[src/rtl/sdrc_addr_split.sv]
// Request-splitting front end of the SDRAM controller: maps linear word addresses
// to row/bank/column and issues page-bounded sub-requests to the bank stage.
module sdrc_addr_split #(
  parameter int unsigned APP_AW = 26,
  parameter int unsigned LEN_W  = 7
) (
  input  logic              sdram_clk,
  input  logic              sdram_resetn,
  input  logic [1:0]        cfg_colbits,
  input  logic              app_req,
  input  logic [APP_AW-1:0] app_req_addr,
  input  logic [LEN_W-1:0]  app_req_len,
  input  logic              app_req_wr_n,
  output logic              app_req_ack,
  output logic              b_req,
  output logic [12:0]       b_row,
  output logic [1:0]        b_bank,
  output logic [10:0]       b_col,
  output logic [LEN_W-1:0]  b_len,
  output logic              b_wr_n,
  output logic              b_last,
  input  logic              b_req_ack,
  output logic              busy
);

  localparam int unsigned ARITH_W = (LEN_W > 12) ? LEN_W : 12;

  typedef enum logic [1:0] {IDLE, CALC, ISSUE} state_t;

  state_t              state_q, state_d;
  logic [APP_AW-1:0]   addr_q, addr_d;
  logic [LEN_W-1:0]    rem_q, rem_d;
  logic [1:0]          cfg_q, cfg_d;
  logic                wr_n_q, wr_n_d;

  logic                app_req_ack_d, b_req_d, b_wr_n_d, b_last_d, busy_d;
  logic [12:0]         b_row_d;
  logic [1:0]          b_bank_d;
  logic [10:0]         b_col_d;
  logic [LEN_W-1:0]    b_len_d;

  logic [3:0]          col_w;
  logic [10:0]         col_mask, calc_col;
  logic [12:0]         calc_row;
  logic [1:0]          calc_bank;
  logic [ARITH_W-1:0]  room;
  logic [LEN_W-1:0]    chunk_len;

  // State register
  always_ff @(posedge sdram_clk or negedge sdram_resetn) begin
    if (!sdram_resetn) state_q <= IDLE;
    else               state_q <= state_d;
  end

  // Next-state logic; b_req is always 1 in ISSUE, so b_req_ack alone marks acceptance
  always_comb begin
    state_d = state_q;
    unique case (state_q)
      IDLE:    if (app_req) state_d = CALC;
      CALC:    state_d = ISSUE;
      ISSUE:   if (b_req_ack) state_d = b_last ? IDLE : CALC;
      default: state_d = IDLE;
    endcase
  end

  // Address map and chunk size for the current address, from the latched column width
  always_comb begin
    col_w    = 4'd8 + 4'(cfg_q);
    col_mask = 11'((12'd1 << col_w) - 12'd1);
    calc_col = addr_q[10:0] & col_mask;
    unique case (cfg_q)
      2'd0:    begin calc_row = addr_q[22:10]; calc_bank = addr_q[9:8];   end
      2'd1:    begin calc_row = addr_q[23:11]; calc_bank = addr_q[10:9];  end
      2'd2:    begin calc_row = addr_q[24:12]; calc_bank = addr_q[11:10]; end
      default: begin calc_row = addr_q[25:13]; calc_bank = addr_q[12:11]; end
    endcase
    room      = (ARITH_W'(1) << col_w) - ARITH_W'(calc_col);
    // room is below remaining in the else arm, so it fits in LEN_W
    chunk_len = (ARITH_W'(rem_q) < room) ? rem_q : LEN_W'(room);
  end

  // Output and datapath next values
  always_comb begin
    addr_d        = addr_q;
    rem_d         = rem_q;
    cfg_d         = cfg_q;
    wr_n_d        = wr_n_q;
    app_req_ack_d = 1'b0;
    b_req_d       = b_req;
    b_row_d       = b_row;
    b_bank_d      = b_bank;
    b_col_d       = b_col;
    b_len_d       = b_len;
    b_wr_n_d      = b_wr_n;
    b_last_d      = b_last;
    busy_d        = (state_d != IDLE);
    unique case (state_q)
      IDLE: if (app_req) begin
        addr_d        = app_req_addr;
        rem_d         = (app_req_len == '0) ? LEN_W'(1) : app_req_len;
        cfg_d         = cfg_colbits;
        wr_n_d        = app_req_wr_n;
        app_req_ack_d = 1'b1;
      end
      CALC: begin
        b_req_d  = 1'b1;
        b_row_d  = calc_row;
        b_bank_d = calc_bank;
        b_col_d  = calc_col;
        b_len_d  = chunk_len;
        b_wr_n_d = wr_n_q;
        b_last_d = (chunk_len == rem_q);
      end
      ISSUE: if (b_req_ack) begin
        b_req_d = 1'b0;
        addr_d  = addr_q + APP_AW'(b_len);
        rem_d   = rem_q - b_len;
      end
      default: ;
    endcase
  end

  // Output and datapath registers
  always_ff @(posedge sdram_clk or negedge sdram_resetn) begin
    if (!sdram_resetn) begin
      addr_q      <= '0;
      rem_q       <= '0;
      cfg_q       <= '0;
      wr_n_q      <= 1'b0;
      app_req_ack <= 1'b0;
      b_req       <= 1'b0;
      b_row       <= '0;
      b_bank      <= '0;
      b_col       <= '0;
      b_len       <= '0;
      b_wr_n      <= 1'b0;
      b_last      <= 1'b0;
      busy        <= 1'b0;
    end else begin
      addr_q      <= addr_d;
      rem_q       <= rem_d;
      cfg_q       <= cfg_d;
      wr_n_q      <= wr_n_d;
      app_req_ack <= app_req_ack_d;
      b_req       <= b_req_d;
      b_row       <= b_row_d;
      b_bank      <= b_bank_d;
      b_col       <= b_col_d;
      b_len       <= b_len_d;
      b_wr_n      <= b_wr_n_d;
      b_last      <= b_last_d;
      busy        <= busy_d;
    end
  end

endmodule

[config.mk]
export PLATFORM = sky130hd
export DESIGN_NAME = sdrc_addr_split
export DESIGN_NICKNAME = d
export VERILOG_FILES = /design/src/rtl/sdrc_addr_split.sv
export SDC_FILE = /design/constraint.sdc
export NUM_CORES = 1
export LEC_CHECK = 0
export CORE_UTILIZATION = 30
export DETAILED_ROUTE_END_ITERATION = 10
export HOLD_SLACK_MARGIN = 0.08
export PLACE_DENSITY = 0.53
export SLEW_MARGIN = 5
export SYNTH_ARGS = -nofsm -noshare
export SYNTH_HDL_FRONTEND = slang
export SYNTH_SLANG_ARGS = --single-unit
[constraint.sdc]
create_clock -name sdram_clk -period 3.1 [get_ports sdram_clk]
set_input_delay 0.465 -clock sdram_clk [delete_from_list [all_inputs] [get_ports sdram_clk]]
set_output_delay 0.465 -clock sdram_clk [all_outputs]
set_load 0.05 [all_outputs]
==> results.cfg <==
[run_status]
status = completed

[place]
portBuffers = 77
dpl.hpwl_um = 10600
post-place-ws_ns = 0.192
place.gp.congestion = 0.849

[run]
cap_violations = 0

[die]
dieHeight_um = 131
ios = 78
start_util_pct = 31.1
rows = 46
dieArea_sq_mm = 0.0171
coreArea_sq_mm = 0.0161
die_w_um = 131

[sta]
maxSlewHeadroom_pct = 32.0
tightest_slew_ns = 1.02
clock_skew_ns = 0.00722
hold_viol_final = 0
max_freq_ghz = 0.356
setup_viol_count_final = 0
grt_setup_unrepaired = no
setup_slack_ns = 0.290
timing.final.crit_share_pct = 90.6
setup_tns_ns = 0
finalMaxSlewViolations = 0
min_period_ns = 2.81

[clocking]
postCtsSetupBuffers = 0
cts.clk_slew.worst_paths_ns = 0.06
tritoncts = built
cts_buffers = 9
htree_num_levels = 3
clock-root-buffer = clkbuf_16
clkLatencyLatePin_ns = 0.34
clock-sinks = 76
clock_path_buffers = 2

[worst_setup_path]
path_delay_family = simple AND/OR/NAND/NOR gates
worstPathMaxFanout = 8
max_stage_delay_ns = 0.42
critPathRequiredTime_ns = 3.37
crit_start = addr_q[1]
r2r_start = addr_q[1]
startpoint_type = register
arrival_ns = 3.08
crit_type = register to register
path_buf_inv = 1
cp_cell_sequence = inv_1, ha_1, nand2b_1, nand2b_1, nor2_1, xnor2_1, ha_1, nand3_1, o21ai_1, nand4b_4, mux2_4, o21ai_2
cp-end-kind = register
critPathSlowestCell = dfrtp_1

[drt]
finalWirelength_um = 14400
vias_per_cell = 5.23
dr.first_iter.drc_count = 359
drc_errors = 0
wl_per_cell_um = 17.7
dr.pass1.iters = 4
num_vias = 4272
ant_nets = 0

[pwr]
p_switching_mw = 3.99
ir_worst_vdd_v = 0.000411
power_density_mw_per_mm2 = 1290
p_leak_nw = 2.61
sw_frac_of_total_pct = 49.1
seqPwrFrac_pct = 27.0
p_comb_share_pct = 59.7
clkPwrFrac_pct = 13.3
intPower_mw = 4.13

[synthesis]
synth_top_area_cell = dfrtp_1
ys_types = 70
ys.flop_type = dfrtp_1
synth_nets = 595
ys_warn_count = 0
synth-seq-cells = 76
synth_area_sq_mm = 0.00499
synthArstFlopShare_pct = 100
synth_seq_area_share_pct = 38.1
syn_avg_cell_area_sq_um = 9.38
synth_edf_count = 0
synthTopCellsByArea = dfrtp_1, ha_1, mux4_2, nand2_1, mux2_2
synthCells = 532
synth_top_area_share_pct = 38.1

[global_routing]
grt_util_all_layers_pct = 17.9
met1_usage_pct = 26.1
grt_max_degree = 77
grt_antenna_before_repair = 0
overflow = 0
grtUsageMet2_pct = 26.2
grt.busiest_layer = met2
grt_pass1_vias = 4186
grt_pass1_wl_um = 23100
met3_usage_pct = 3.50

[min_path]
hp-class = primary input to asynchronous set/reset pin

[finish]
fin_util_pct = 39.1
diodes = 0
fill_cells = 1594
fin_nets = 659
layout-drive-gt1-share_pct = 12.6
area_growth_pct = 25.9
stage by stage:
| step | total power [mW] | hold slack [ns] | instances | area (sq um) |
|---|---|---|---|---|
| 3_5_place_dp | 7.05 | 0.459 | 801 | 5980 |
| 6_report | 8.13 | 0.277 | 817 | 6280 |
| 5_1_grt | 8.76 | 0.383 | 817 | 6280 |
| 4_1_cts | 8.15 | 0.339 | 817 | 6280 |
| 2_1_floorplan | 5.61 | 0.169 | 532 | 4990 |
| 3_3_place_gp | 6.95 | 0.462 | 801 | 5980 |
kinds of logic (layout without fill, tap and decap cells):
family,after synthesis,in the layout,share of synthesized area (%)
adder cells (fa/ha/maj),23,23,6.07
AO/OA/AOI/OAI,136,136,17.5
XOR/XNOR,13,13,2.28
AND/OR/NAND/NOR,174,174,18.2
flip-flops,76,76,38.1
multiplexers,48,48,13.0
buffers and inverters,62,131,4.82
worst register-to-register path: cells and delay by family, from the launching register on:
| family | cells | cell delay [ns] |
|---|---|---|
| flops | 1 | 0.42 |
| buf+inv | 1 | 0.18 |
| compound gates | 2 | 0.31 |
| simple gates | 5 | 0.81 |
| xor+xnor | 1 | 0.10 |
| mux | 1 | 0.37 |
| fa+ha+maj | 2 | 0.54 |
power groups by stage:
stage,Clock (mW),Sequential [mW],Combinational [mW]
after CTS,1.10,2.20,4.86
after floorplan,0,2.68,2.93
after global placement,0,2.19,4.77
after global routing,1.15,2.30,5.31
after detailed placement,0,2.21,4.84
final,1.08,2.20,4.85
cell usage after synthesis, types with 3 or more instances:
cell type   n
nand2_1    56
nor3_1     10
dfrtp_1    76
ha_1       21
a21o_1      6
o21ai_0    27
o21a_1      5
buf_2       6
clkbuf_1   25
and3_1      5
a31oi_1     5
a21oi_1    36
nand2b_1    7
mux2_2     18
xnor2_1     8
mux2i_1    17
nor3b_1     3
nor2b_1    11
or4_1       4
xor2_1      5
o22ai_1     8
nand3_1    19
buf_1       4
mux4_2     11
o21ai_1    11
inv_1      27
nor2_1     30
a211oi_1    5
a2bb2oi_1   4
nand4_1     9
or3_1       4
metal layers:
layer	part of all wire, %	wire, um
met5	0	0
met4	2.0	293
met3	5.2	751
met2	44	6380
met1	49	7000
cell usage in the layout, fill, tap and decap left out, types with 5 or more instances in the layout:
cell type / netlist / final
nand2_1: 56 / 56
buf_4: 0 / 12
nand4_1: 9 / 9
o22ai_1: 8 / 8
nor2b_1: 11 / 10
xor2_1: 5 / 5
a21o_1: 6 / 6
nand2b_1: 7 / 6
nor3_1: 10 / 10
o21a_1: 5 / 5
xnor2_1: 8 / 8
a211oi_1: 5 / 5
dfrtp_1: 76 / 75
o21ai_1: 11 / 11
and3_1: 5 / 5
o21ai_0: 27 / 27
ha_1: 21 / 21
nor2_1: 30 / 30
clkbuf_16: 0 / 9
a31oi_1: 5 / 5
mux2_2: 18 / 18
nand3_1: 19 / 19
mux4_2: 11 / 11
inv_1: 27 / 27
a21oi_1: 36 / 35
clkdlybuf4s50_1: 0 / 76
mux2i_1: 17 / 17
path summary, 6_finish.rpt:
path / slack (ns) / depth (start not counted) / endpoint
worst max-delay path: 0.29 / 12 / b_len[6]
worst min-delay path: 0.28 / 1 / addr_q[2]
worst max register to register: 0.29 / 12 / b_len[6]
worst min register to register: 0.47 / 2 / wr_n_q
max in group asynchronous: 2.13 / 1 / addr_q[0]
min in group sdram_clk: 0.47 / 2 / wr_n_q
timing repair:
| item | in CTS | in global routing |
|---|---|---|
| hold buffers | 0 | 0 |
| resized for setup | 0 | 2 |
| endpoints found under the setup margin | 0 | 3 |
cell type report:
| type | instances | area (sq um) | area share [%] |
|---|---|---|---|
| Multi-Input combinational cell | 394 | 2860 | 45.4 |
| Sequential cell | 76 | 1900 | 30.3 |
| Timing Repair Buffer | 88 | 851 | 13.5 |
| Tap cell | 216 | 270 | 4.30 |
| Clock buffer | 9 | 225 | 3.58 |
| Inverter | 27 | 101 | 1.61 |
| Clock inverter | 7 | 76.3 | 1.21 |
sequential cells by signal (all words and copies together), names as in the netlist:
register	count
rem_q	7
busy	1
state_q	2
b_req	1
b_bank	2
addr_q	26
wr_n_q	1
b_row	13
b_last	1
cfg_q	2
app_req_ack	1
b_col	11
b_len	7
b_wr_n	1
(Power assumes the default switching activity.)
